`src/rtl/ahb_enum.sv`:
```
// Shared AHB encodings and mailbox word layout for the mailbox reader.
//   htrans_t    : AHB transfer type encoding
//   hresp_t     : AHB response encoding
//   hburst_t    : AHB burst encoding
//   mbox_ctrl_t : mailbox control word {intr, flag, rsvd, size, id}
//   mbx_state_t : mailbox reader FSM state encoding
package ahb_enum;

    typedef enum logic [1:0] {
        HTRANS_IDLE   = 2'b00,
        HTRANS_BUSY   = 2'b01,
        HTRANS_NONSEQ = 2'b10,
        HTRANS_SEQ    = 2'b11
    } htrans_t;

    typedef enum logic [1:0] {
        HRESP_OKAY  = 2'b00,
        HRESP_ERROR = 2'b01,
        HRESP_RETRY = 2'b10,
        HRESP_SPLIT = 2'b11
    } hresp_t;

    typedef enum logic [2:0] {
        HBURST_SINGLE = 3'b000,
        HBURST_INCR   = 3'b001,
        HBURST_WRAP4  = 3'b010,
        HBURST_INCR4  = 3'b011,
        HBURST_WRAP8  = 3'b100,
        HBURST_INCR8  = 3'b101,
        HBURST_WRAP16 = 3'b110,
        HBURST_INCR16 = 3'b111
    } hburst_t;

    typedef struct packed {
        logic        intr;
        logic        flag;
        logic [6:0]  rsvd;
        logic [14:0] size;
        logic [7:0]  id;
    } mbox_ctrl_t;

    typedef enum logic [3:0] {
        ST_IDLE,
        ST_CTRL_A,
        ST_CTRL_D,
        ST_DATA_A,
        ST_DATA_D,
        ST_PUSH,
        ST_ACK_A,
        ST_ACK_D,
        ST_DONE
    } mbx_state_t;

    localparam logic [2:0]  HSIZE_WORD     = 3'b010;
    localparam logic [3:0]  HPROT_DEFAULT  = 4'b0011;
    localparam logic [31:0] PAYLOAD_OFFSET = 32'h0000_8000;
    localparam logic [14:0] MAX_MSG_WORDS  = 15'd8192;

    // Acknowledge word written back once a message has been consumed:
    // interrupt cleared, flag set, size/id echoed from the control word.
    function automatic mbox_ctrl_t ack_word(input logic [14:0] size,
                                            input logic [7:0]  id);
        mbox_ctrl_t w;
        w.intr = 1'b0;
        w.flag = 1'b1;
        w.rsvd = '0;
        w.size = size;
        w.id   = id;
        return w;
    endfunction

endpackage

```
`src/rtl/ahb_mailbox_reader.sv`:
```
// AHB mailbox reader. On a mailbox interrupt (with enable set) it reads the
// control word, streams the payload words out over a valid/ready port, then
// writes an acknowledge word back to the control location.
//   hclk, hresetn                 : clock, async active-low reset
//   enable, mailbox_intr          : service enable, mailbox interrupt
//   haddr..hwdata, hrdata/hready/hresp : AHB-Lite master, single transfers
//   msg_valid/ready/data/last/id  : payload stream to the sink
//   err                           : one-cycle error pulse
//
// state   | meaning
// --------+------------------------------------------------------------
// IDLE    | waiting for enable & mailbox_intr
// CTRL_A  | address phase, read of control word
// CTRL_D  | data phase, latch id/size and decide the path
// DATA_A  | address phase, read of payload word [index]
// DATA_D  | data phase, capture payload word
// PUSH    | offer payload word to the sink
// ACK_A   | address phase, write of acknowledge word
// ACK_D   | data phase, acknowledge word on hwdata
// DONE    | wait for mailbox_intr to drop
module ahb_mailbox_reader
    import ahb_enum::*;
#(
    parameter int                    ADDR_WIDTH = 32,
    parameter int                    DATA_WIDTH = 32,
    parameter logic [ADDR_WIDTH-1:0] BASE_ADDR  = 32'h0000_0000
) (
    input  logic                  hclk,
    input  logic                  hresetn,
    input  logic                  enable,
    input  logic                  mailbox_intr,
    output logic [ADDR_WIDTH-1:0] haddr,
    output logic [1:0]            htrans,
    output logic                  hwrite,
    output logic [2:0]            hsize,
    output logic [2:0]            hburst,
    output logic [3:0]            hprot,
    output logic [DATA_WIDTH-1:0] hwdata,
    input  logic [DATA_WIDTH-1:0] hrdata,
    input  logic                  hready,
    input  logic [1:0]            hresp,
    output logic                  msg_valid,
    input  logic                  msg_ready,
    output logic [DATA_WIDTH-1:0] msg_data,
    output logic                  msg_last,
    output logic [7:0]            msg_id,
    output logic                  err
);

    mbx_state_t            r_state;
    mbx_state_t            w_state_nxt;
    logic [13:0]           r_index;
    logic [14:0]           r_size;
    logic [7:0]            r_msg_id;
    logic [DATA_WIDTH-1:0] r_msg_data;
    logic                  r_err;
    logic                  w_err_set;

    logic                  w_resp_err;
    logic [14:0]           w_rd_size;
    logic [7:0]            w_rd_id;
    logic                  w_last;
    logic [ADDR_WIDTH-1:0] w_pay_addr;
    mbox_ctrl_t            w_ack;

    assign w_resp_err = (hresp == HRESP_ERROR);
    assign w_rd_size  = hrdata[22:8];
    assign w_rd_id    = hrdata[7:0];
    // Only evaluated in PUSH, where size is at least 1.
    assign w_last     = ((r_size - 15'd1) == {1'b0, r_index});
    // Index tops out at 8191 here, so the offset never passes 0x7FFC.
    assign w_pay_addr = BASE_ADDR + ADDR_WIDTH'(PAYLOAD_OFFSET)
                      + ADDR_WIDTH'({r_index, 2'b00});
    assign w_ack      = ack_word(r_size, r_msg_id);

    assign hsize    = HSIZE_WORD;
    assign hburst   = HBURST_SINGLE;
    assign hprot    = HPROT_DEFAULT;
    assign msg_data = r_msg_data;
    assign msg_id   = r_msg_id;
    assign err      = r_err;

    always_ff @(posedge hclk or negedge hresetn) begin
        if (!hresetn) begin
            r_state <= ST_IDLE;
        end else begin
            r_state <= w_state_nxt;
        end
    end

    always_comb begin
        w_state_nxt = r_state;
        w_err_set   = 1'b0;
        case (r_state)
            ST_IDLE: begin
                if (enable && mailbox_intr) begin
                    w_state_nxt = ST_CTRL_A;
                end
            end
            ST_CTRL_A: begin
                if (hready) begin
                    w_state_nxt = ST_CTRL_D;
                end
            end
            ST_CTRL_D: begin
                if (hready) begin
                    if (w_resp_err || (w_rd_size > MAX_MSG_WORDS)) begin
                        w_err_set   = 1'b1;
                        w_state_nxt = ST_ACK_A;
                    end else if (w_rd_size == 15'd0) begin
                        w_state_nxt = ST_ACK_A;
                    end else begin
                        w_state_nxt = ST_DATA_A;
                    end
                end
            end
            ST_DATA_A: begin
                if (hready) begin
                    w_state_nxt = ST_DATA_D;
                end
            end
            ST_DATA_D: begin
                if (hready) begin
                    if (w_resp_err) begin
                        w_err_set   = 1'b1;
                        w_state_nxt = ST_ACK_A;
                    end else begin
                        w_state_nxt = ST_PUSH;
                    end
                end
            end
            ST_PUSH: begin
                if (msg_ready) begin
                    w_state_nxt = w_last ? ST_ACK_A : ST_DATA_A;
                end
            end
            ST_ACK_A: begin
                if (hready) begin
                    w_state_nxt = ST_ACK_D;
                end
            end
            ST_ACK_D: begin
                if (hready) begin
                    w_err_set   = w_resp_err;
                    w_state_nxt = ST_DONE;
                end
            end
            ST_DONE: begin
                if (!mailbox_intr) begin
                    w_state_nxt = ST_IDLE;
                end
            end
            default: w_state_nxt = ST_IDLE;
        endcase
    end

    // Address-phase signals are pure functions of the state, so they hold
    // steady for as long as the slave stretches the address phase.
    always_comb begin
        htrans    = HTRANS_IDLE;
        haddr     = '0;
        hwrite    = 1'b0;
        hwdata    = '0;
        msg_valid = 1'b0;
        msg_last  = 1'b0;
        case (r_state)
            ST_CTRL_A: begin
                htrans = HTRANS_NONSEQ;
                haddr  = BASE_ADDR;
            end
            ST_DATA_A: begin
                htrans = HTRANS_NONSEQ;
                haddr  = w_pay_addr;
            end
            ST_ACK_A: begin
                htrans = HTRANS_NONSEQ;
                haddr  = BASE_ADDR;
                hwrite = 1'b1;
            end
            ST_ACK_D: begin
                hwdata = DATA_WIDTH'(w_ack);
            end
            ST_PUSH: begin
                msg_valid = 1'b1;
                msg_last  = w_last;
            end
            default: ;
        endcase
    end

    always_ff @(posedge hclk or negedge hresetn) begin
        if (!hresetn) begin
            r_index    <= '0;
            r_size     <= '0;
            r_msg_id   <= '0;
            r_msg_data <= '0;
            r_err      <= 1'b0;
        end else begin
            r_err <= w_err_set;
            case (r_state)
                ST_CTRL_D: begin
                    if (hready) begin
                        r_size   <= w_rd_size;
                        r_msg_id <= w_rd_id;
                        r_index  <= '0;
                    end
                end
                ST_DATA_D: begin
                    if (hready && !w_resp_err) begin
                        r_msg_data <= hrdata;
                    end
                end
                ST_PUSH: begin
                    if (msg_ready) begin
                        r_index <= r_index + 14'd1;
                    end
                end
                default: ;
            endcase
        end
    end

endmodule

```
`config.mk`:
```
export PLATFORM = sky130hd
export DESIGN_NAME = ahb_mailbox_reader
export DESIGN_NICKNAME = d
export VERILOG_FILES = /design/src/rtl/ahb_enum.sv /design/src/rtl/ahb_mailbox_reader.sv
export SDC_FILE = /design/constraint.sdc
export NUM_CORES = 1
export LEC_CHECK = 0
export BUFFER_PORTS_ARGS = -buffer_cell sky130_fd_sc_hd__buf_2
export CORE_MARGIN = 2
export CORE_UTILIZATION = 45
export DETAILED_ROUTE_END_ITERATION = 16
export HOLD_SLACK_MARGIN = 0.15
export PLACE_DENSITY = 0.77
export SLEW_MARGIN = 25
export SYNTH_ARGS = -nofsm -noshare
export SYNTH_HDL_FRONTEND = slang
export SYNTH_SLANG_ARGS = --single-unit
```
`constraint.sdc`:
```
create_clock -name hclk -period 4.12 [get_ports hclk]
set_clock_uncertainty 0.1 [all_clocks]
set_input_delay 0 -clock hclk [delete_from_list [all_inputs] [get_ports hclk]]
set_output_delay 0 -clock hclk [all_outputs]
set_load 0.005 [all_outputs]
```
## Yosys cells after proc, flatten, opt, wreduce, memory -nomap -nowiden

Cells that the tools add are included.

- Register bits after elaboration: 74
- Logic and storage cells: 70
- Bits of input ports: 40
- Output and inout port bits: 120

- Equal/unequal tests: 19
- $lt $le $gt $ge: 1
- Multiplexer cells: 29
- Reduce and logical (&&, ||, !) cells: 12
- Add/subtract/negate cells: 3

Operators by type and width:

| operator | count |
|---|---|
| two-way mux 4 bit | 9 |
| one-hot mux 4 bit (9 select lines) | 1 |
| two-way mux 31 bit | 1 |
| two-way mux 14 bit | 2 |
| one-hot mux 14 bit (2 select lines) | 1 |
| inequality test 2 bit, second input constant | 9 |
| adder 16 x 16 -> 17 bit, first input constant | 1 |
| two-way mux 17 bit | 1 |
| equality test 4 x 3 -> 1 bit, second input constant | 4 |
| equality test 15 x 14 -> 1 bit | 1 |
| greater-than comparator 15 x 14 -> 1 bit, second input constant | 1 |
| logical NOT 15 bit | 1 |
| subtractor 15 x 1 -> 15 bit, second input constant | 1 |
| adder 14 x 1 -> 14 bit, second input constant | 1 |
| two-way mux 3 bit | 3 |
| AND reduction 9 bit | 1 |
| equality test 4 x 2 -> 1 bit, second input constant | 2 |
| two-way mux 1 bit | 8 |
| equality test 4 x 1 -> 1 bit, second input constant | 1 |
| equality test 4 bit, second input constant | 1 |
| logical NOT 4 bit | 1 |
| two-way mux 2 bit | 2 |
| AND reduction 2 bit | 2 |
| one-hot mux 1 bit (3 select lines) | 1 |
| 7 further kinds | 8 |

## Longest topological paths before layout

Gate-level depths: netlist (run 1).

- Depth after elaboration: 5
- Mapped depth: 8
- Gate-level depth less buffers: 8

## Worst setup path after synthesis (run 1)

No wires, ideal clock.

- Kind: register -> register
- Start: register r_size[4]
- End: register r_state[0]
- Path buffers: 1
- Arrival time: 2,280 ps
- Data required time: 3,894 ps
- Cell stages (with the launch flop): 8
- Path slack: 1,615 ps
- Setup time: 126 ps
- Period minus slack after synthesis: 2,505 ps
- Cell sequence: dfrtp_1 buf_6 or3_4 or4_1 and3_1 nor4_2 o2111ai_1 a221o_1

- Cells in the longest elaborated chain, start to end: 5

Ends and longest elaborated chain:

| item | RTL line | RTL |
|---|---|---|
| start: declaration | ahb_mailbox_reader.sv:53 | `logic [14:0] r_size;` |
| start signal: assignment | ahb_mailbox_reader.sv:203 | `r_size <= w_rd_size;` |
| subtractor 15 x 1 -> 15 bit | ahb_mailbox_reader.sv:70 | `assign w_last = ((r_size - 15'd1) == {1'b0, r_index});` |
| equality test 15 x 14 -> 1 bit | ahb_mailbox_reader.sv:70 |  |
| two-way mux 3 bit | ahb_mailbox_reader.sv:134 | `w_state_nxt = w_last ? ST_ACK_A : ST_DATA_A;` |
| two-way mux 4 bit | ahb_mailbox_reader.sv:133 | `if (msg_ready) begin` |
| one-hot mux 4 bit (9 select lines) | ahb_mailbox_reader.sv:94 | `case (r_state)` |
| end signal: assignment | ahb_mailbox_reader.sv:87 | `r_state <= w_state_nxt;` |
| end: declaration | ahb_mailbox_reader.sv:50 | `mbx_state_t r_state;` |

No other way between the ends. The select of a mux whose other input is x is not followed.
A chain may end at the register's enable or synchronous reset.

## Worst setup path after layout (run 1)

- Start: register r_size[2]
- End: register r_state[2]

Same word-level chain as after synthesis.

==> results of run 1 <==
report_power, final:
part           leakage [nW]  switching [W]  internal [W]
Sequential            0.917       0.000380       0.00104
Clock                0.0979       0.000303      0.000288
Combinational          1.63       0.000702      0.000783
Total                  2.64        0.00139       0.00211
how the worst max path moves through the flow:
stage,from,end,depth (start not counted)
5_1_grt,r_size[0]$_DFFE_PN0P_,r_state[2]$_DFFE_PN0P_,9
6_report,r_size[2]$_DFFE_PN0P_,r_state[2]$_DFFE_PN0P_,7
4_1_cts,r_size[0]$_DFFE_PN0P_,r_state[2]$_DFFE_PN0P_,9
3_3_place_gp,r_size[2]$_DFFE_PN0P_,r_state[0]$_DFFE_PN0P_,6
3_5_place_dp,r_size[2]$_DFFE_PN0P_,r_state[0]$_DFFE_PN0P_,6
2_1_floorplan,r_size[4]$_DFFE_PN0P_,r_state[0]$_DFFE_PN0P_,7
stage by stage:
stage                     std cells  total power, W  hold slack [ps]
after global routing            707         0.00371              217
after global placement          648         0.00271             88.1
after detailed placement        648         0.00276             93.3
after CTS                       705         0.00341              168
final                           707         0.00350              156
after floorplan                 452         0.00226             -396
Yosys cell counts (2+ instances only):
| cell type | instances | area, µm² |
|---|---|---|
| mux2_2 | 54 | 608 |
| nand3_1 | 4 | 20.0 |
| nor2b_1 | 3 | 18.8 |
| and3_1 | 5 | 31.3 |
| conb_1 | 2 | 7.51 |
| nor3_1 | 10 | 50.1 |
| and2_1 | 34 | 213 |
| nor2_1 | 27 | 101 |
| nand4_1 | 9 | 56.3 |
| a21oi_1 | 12 | 60.1 |
| inv_1 | 8 | 30.0 |
| ha_1 | 2 | 25.0 |
| nor3b_1 | 3 | 22.5 |
| nor4b_1 | 3 | 26.3 |
| xor2_1 | 13 | 114 |
| and4_1 | 3 | 26.3 |
| nor4_1 | 11 | 68.8 |
| buf_4 | 36 | 270 |
| o211ai_1 | 2 | 15.0 |
| dfrtp_1 | 74 | 1850 |
| a311oi_1 | 2 | 17.5 |
| nand2b_1 | 5 | 31.3 |
| o221ai_1 | 2 | 17.5 |
| o21ai_0 | 11 | 55.1 |
| clkbuf_1 | 20 | 75.1 |
| xnor2_1 | 16 | 140 |
| or2_2 | 3 | 18.8 |
| nand2_1 | 18 | 67.6 |
cell families (layout without fill, tap and decap cells):
kind of cell | Yosys count | after routing
and+or+nand+nor | 150 | 150
DFF | 74 | 74
buffers and inverters | 67 | 193
muxes | 54 | 54
AOI/OAI and AO/OA | 40 | 40
xor gates and xnor gates | 29 | 29
adders and majority gates | 2 | 2
other | 2 | 36
repair_timing:
action / in CTS / in global routing
endpoints found under the setup margin: 0 / 0
hold buffers: 41 / 1
endpoints found under the hold margin: 136 / 18
cell usage in the layout (no fill, tap or decap), types with 12 or more instances in the layout:
| master | instances |
|---|---|
| a21oi_1 | 12 |
| and2_1 | 33 |
| buf_2 | 122 |
| conb_1 | 36 |
| dfrtp_1 | 74 |
| dlygate4sd3_1 | 42 |
| mux2_2 | 54 |
| nand2_1 | 18 |
| nor2_1 | 27 |
| xnor2_1 | 16 |
| xor2_1 | 13 |
per-layer routing:
layer / share of wire, % / global-route usage, %
met1: 41 / 30.5
met5: 0 / 0
met4: 1.9 / 8.00
met3: 7.0 / 5.11
met2: 50 / 38.9
worst register-to-register path, delay by kind of cell (launching register included):
| kind | cells | cell delay [ps] |
|---|---|---|
| AOI/OAI and AO/OA | 3 | 550 |
| xor gates and xnor gates | 1 | 200 |
| buffers and inverters | 1 | 560 |
| DFF | 1 | 460 |
| and+or+nand+nor | 2 | 1160 |
flip-flops by register name, summed over array words and instances, names as in the netlist:
register  count
r_index      14
msg_data     32
err           1
msg_id        8
r_size       15
r_state       4
final cells by class:
cell class,instances,area (µm²),share of cell area (%)
clock buffers,10,128,2.33
clock inverters,6,72.6,1.32
inverters,8,30.0,0.547
multi-input cells,311,2160,39.3
flip-flops and latches,74,1850,33.7
well taps,129,161,2.94
repair buffers,169,1090,19.8
==> summary.md, run 1 <==
| Metric | Value |
|---|---|
| Outcome | `complete, no violations` |
| Multiplexer share of the synthesized area | `between 10% and 20%` |
| Compound-Gate Fraction of Synth Area | `6.03%` |
| RSZ-0062 raised after global routing | `false` |
| Cell Chain, Critical Path | `nor3_1, nor4b_4, xor2_1, o31ai_1, o2111ai_1, o22ai_1, dlygate4sd3_1` |
| Maximum number of pins on one net before global-route repair | `75` |
| Final wirelength | `12,400 µm` |
| Worst Min Path Start | `enable` |
| # setup viols final | `0` |
| Worst-case reg-to-reg path depth | `7` |
| Post-synthesis simple-gate area fraction | `20.5%` |
| First-pass GRT wire length | `18,500 µm` |
| Initial Util | `a little under half` |
| Io pins | `160` |
| Power Density | `~640 nW/µm²` |
| 1st-pass router iterations | `5` |
| Worst Max-Slew Pin Slew | `about 850 ps` |
| Period Utilization, post-route | `76.5%` |
| EDFF count, synth | `0` |
| Netlist cell types | `54` |
| Gr usage total | `between 20% and 30%` |
| Worst path top cell family by delay | `simple AND/OR/NAND/NOR gates` |
| Setup TNS | `0 ps` |
| Type of origin of the critical path | `register` |
| Grt total ovfl | `0` |
| Synth-to-layout area growth | `28.4%` |
| Hold Path Stages | `5` |
| Critical R2R Launch | `r_size[2]$_DFFE_PN0P_` |
| Avg WL per Cell | `17.5 µm` |
| Crit Reg-Reg Endpoint | `r_state[2]$_DFFE_PN0P_` |
| Clk buf depth | `2` |
| DRC viols | `0` |
| Clock Tree Root | `clkbuf_8` |
| Post-CTS sizing | `0` |
| CP arrival | `~3300 ps` |
| Post-route setup slack | `969 ps` |
| Vias in the first global route | `roughly 3,600` |
| Largest family of logic cells by synthesized area | `simple AND/OR/NAND/NOR gates` |
| Clock latency on the worst-skew pair | `around 360 ps` |
| Clk sink count | `74` |
| Post-Synth Adder-Cell Area | `0.585%` |
| Max_cap viols | `0` |
| Post-route cell area | `5490 µm²` |
| Hold crit path type | `in2reg` |
| CTS tree | `yes` |
| Crit Path Category | `reg2reg` |
| Pre-CTS WS | `1360 ps` |
| Antenna-violating nets left | `0` |
| P_leak | `about 2.6 nW` |
| DP HPWL | `7790 µm` |
| CTS Buf Count | `9` |
| Syn_area_per_cell | `10.2 µm²` |
| Asr flop ratio synth | `100%` |
| Sequential area share after synthesis | `43.3%` |
| Area of the core | `9240 µm²` |
| Antenna violations before repair | `0` |
| Routed vias | `around 3,700` |
| Worst stage delay on the critical path | `730 ps` |
| Slowest stage cell, crit path | `nor3_1` |
| Row count | `35` |
| Post-synthesis instance area | `4280 µm²` |
| Die Ht | `101 µm` |
| WP data required | `4250 ps` |
| # diodes | `0` |
| YS warnings | `0` |
| VDD IR max | `just over 0.0004 V` |
| Port-buffer cells | `123` |
| Layout cell share with drive strength beyond 1 | `36.0%` |
| Post-synthesis register bit count | `74` |
| Final hold vios | `0` |
| Via-per-instance ratio | `5.28` |
| Post-Synth XOR/XNOR Area | `about 6%` |
| Max FO, Critical Path | `8` |
| Final GP Congestion | `0.858` |
| Rel. slew slack | `42.7%` |
| Dpl cell area | `4840 µm²` |
| Min Tclk post-route | `3150 ps` |
| Main synth FF type | `dfrtp_1` |
| Gate count of the mapped netlist | `418` |
| Fin nets | `about 620` |
| Reg clk slew, reported paths | `around 80 ps` |
| Fmax | `317 MHz` |
| Max-slew violation count | `0` |
| Hold EP | `r_state[3]$_DFFE_PN0P_` |
| DIE AREA | `10,300 µm²` |
| Die W | `about 100 µm` |
| Post-CTS Setup Bufs | `0` |
| Worst Path Buf+Inv | `1` |
| Reg-to-reg slack, setup | `970 ps` |
| Utilization after layout | `59.4%` |
| H-tree levels | `3` |
| FILL cells | `731` |
| Initial drt markers | `between 200 and 250` |
| CP endpoint kind | `register` |
Note: power is estimated with default switching activity, not from simulation.
==> inputs of run 2 (changes only) <==
==> constraint.sdc (replaced) <==
create_clock -name hclk -period 2.9 [get_ports hclk]
set_clock_uncertainty 0.1 [all_clocks]
set_input_delay 0 -clock hclk [delete_from_list [all_inputs] [get_ports hclk]]
set_output_delay 0 -clock hclk [all_outputs]
set_load 0.005 [all_outputs]
==> run 2 against run 1 <==
Effect of this change:
- sequential share of layout area shrank 0.40 points
- die area is the same
- first-iteration DRC count shrank 20%
- global-route usage shrank 0.34 points
- sequential power grew 39%
- largest cell class unchanged
==> summary.md, run 2 (synthesis gave the netlist of run 1 again) <==
| Metric | Value |
|---|---|
| Via-per-instance ratio | `5.23 (-1.1%)` |
| Synth-to-layout area growth | `30.3%` |
| DIE AREA | `10,300 µm² (unchanged)` |
| Io pins | `160 (unchanged)` |
| Crit Path Category | `reg2out` |
| Initial Util | `46.3% (unchanged)` |
| Area of the core | `9240 µm² (unchanged)` |
| Met2 Resource Use GR | `36.8% (-2.0 points)` |
| Layout cell share with drive strength beyond 1 | `39.1% (+3.2 points)` |
| Setup crit start | `r_size[5]$_DFFE_PN0P_` |
| Met1 Resource Use GR | `29.5% (-1.0 points)` |
| CTS Buf Count | `9 (unchanged)` |
| Gr usage total | `23.1% (-0.34 points)` |
| Fmax | `364 MHz` |
| Gr busiest metal | `met2` |
| Antenna-violating nets left | `0 (unchanged)` |
| CP endpoint kind | `output pin` |
| CP arrival | `2650 ps (-640 ps)` |
| Largest register FFs | `32 (unchanged)` |
| Clk buf depth | `2 (unchanged)` |
| Post-route setup slack | `153 ps (-816 ps)` |
| WP data required | `2800 ps (-1450 ps)` |
| P_leak | `2.67 nW (+0.91%)` |
| Outcome | `complete, no violations` |
| Period Utilization, post-route | `94.7%` |
| Cell Chain, Critical Path | `or3_4, or4_4, and3_4, nor4_4, o2111ai_2, nor2_2, buf_2` |
| Slowest stage cell, crit path | `or4_4` |
| 1st-pass router iterations | `4 (-1)` |
| Crit Reg-Reg Endpoint | `r_state[0]$_DFFE_PN0P_` |
| Reg clk slew, reported paths | `90 ps (about the same)` |
| Rel. slew slack | `47.0% (+4.3 points)` |
| Routed vias | `3,731 (-0.13%)` |
| # setup viols final | `0 (unchanged)` |
| Clock latency on the worst-skew pair | `360 ps (about the same)` |
| CTS tree | `yes` |
| Worst-case reg-to-reg path depth | `7 (unchanged)` |
| Max FO, Critical Path | `4 (-4)` |
| Row count | `35 (unchanged)` |
| Initial drt markers | `177 (-20%)` |
| Die Ht | `101 µm (unchanged)` |
| Clock Tree Root | `clkbuf_8` |
| Setup TNS | `0 ps (unchanged)` |
| Vias in the first global route | `3,676 (+1.4%)` |
| Fin nets | `622 (+1.1%)` |
| Critical R2R Launch | `r_size[5]$_DFFE_PN0P_` |
| FILL cells | `737 (+0.82%)` |
| H-tree levels | `3 (unchanged)` |
| # diodes | `0 (unchanged)` |
| Pre-CTS WS | `132 ps (-1230 ps)` |
| Power Density | `909 nW/µm² (+43%)` |
| Max_cap viols | `0 (unchanged)` |
| Die W | `101 µm (unchanged)` |
| Most common cell after layout, fill and taps aside | `buf_2` |
| Min Tclk post-route | `2750 ps` |
| CP endpoint | `msg_last` |
| Reg-to-reg slack, setup | `180 ps (-790 ps)` |
| Met3 global-route usage | `7.25% (+2.1 points)` |
| Most frequent cells in the layout | `122 x buf_2, 70 x dfrtp_1, 54 x mux2_2` |
| Max-slew violation count | `0 (unchanged)` |
| Port-buffer cells | `123 (unchanged)` |
| DP HPWL | `7710 µm (-1.1%)` |
| Worst stage delay on the critical path | `540 ps (-190 ps)` |
| Final wirelength | `11,900 µm (-4.1%)` |
| First-pass GRT wire length | `18,400 µm (-0.75%)` |
| RSZ-0062 raised after global routing | `false` |
| Avg WL per Cell | `16.6 µm (-5.1%)` |
| Hold crit path type | `in2async` |
| VDD IR max | `0.000573 V (+40%)` |
| Maximum number of pins on one net before global-route repair | `75 (unchanged)` |
| Type of origin of the critical path | `register` |
| Hold Slack | `126 ps (-30.1 ps)` |
| DRC viols | `0 (unchanged)` |
| Clk sink count | `74 (unchanged)` |
| Final hold vios | `0 (unchanged)` |
| Antenna violations before repair | `0 (unchanged)` |
| Final GP Congestion | `0.918 (+7.0%)` |
| Worst Max-Slew Pin Slew | `789 ps (-64.4 ps)` |
| Grt total ovfl | `0 (unchanged)` |
[run 2: changes by cell type in the layout (fill, tap and decap cells not counted), moves of 2 or more]
cell           change
buf_4             +10
dfrtp_1            -4
dfrtp_2            +4
dlygate4sd3_1      -3
inv_1              -2
inv_2              +2
[run 2: stage by stage]
step | power, W | instances | util [%] | cell area (µm²)
2_1_floorplan | 0.00322 | 452 | - | 4400
3_3_place_gp | 0.00385 | 650 | 52.5 | 4850
3_5_place_dp | 0.00395 | 650 | 52.5 | 4850
4_1_cts | 0.00483 | 705 | 59.0 | 5450
5_1_grt | 0.00539 | 714 | 60.3 | 5570
6_report | 0.00506 | 714 | 60.3 | 5570
[run 2: cell type report]
| type | instances | area, µm² | area share [%] |
|---|---|---|---|
| timing repair buffer | 176 | 1120 | 20.1 |
| clock buffer | 10 | 128 | 2.29 |
| sequential | 74 | 1860 | 33.3 |
| tap | 129 | 161 | 2.90 |
| clock inverter | 6 | 71.3 | 1.28 |
| multi-input combinational | 311 | 2210 | 39.6 |
| inverter | 8 | 30.0 | 0.539 |
[run 2: where the power goes]
group,internal (W),total (W),switching [W]
combinational,0.00120,0.00226,0.00106
clock,0.000407,0.000822,0.000416
sequential,0.00148,0.00198,0.000497
[run 2: how the worst min path moves through the flow]
| stage | from | endpoint | slack, ps | depth (start not counted) |
|---|---|---|---|---|
| final | hresetn | msg_data[26]$_DFFE_PN0P_ | 130 | 2 |
| after global routing | hresetn | msg_data[31]$_DFFE_PN0P_ | 200 | 2 |
| after CTS | enable | r_state[1]$_DFFE_PN0P_ | 160 | 5 |
| after detailed placement | hresetn | msg_data[24]$_DFFE_PN0P_ | 90 | 1 |
| after global placement | hresetn | msg_data[24]$_DFFE_PN0P_ | 90 | 1 |
| after floorplan | hresetn | err$_DFF_PN0_ | -400 | 0 |
[run 2: worst max-delay path, delay by kind of cell, from the launching register on]
family,cells,cell delay [ps]
buffers and inverters,1,120
and+or+nand+nor,5,1550
AOI/OAI and AO/OA,1,210
DFF,1,420
[run 2: timing repair]
action	in CTS	in global routing
buffers inserted	0	9
resized for setup	1	14
pin swaps	0	4
hold buffers	39	0
endpoints found under the setup margin	1	2
hold endpoints to repair	136	0
[run 2: routing by layer]
layer,vias to the layer above,wire length [µm]
met1,1809,4920
met3,24,942
li1,1700,-
met5,-,0
met4,0,291
met2,198,5730
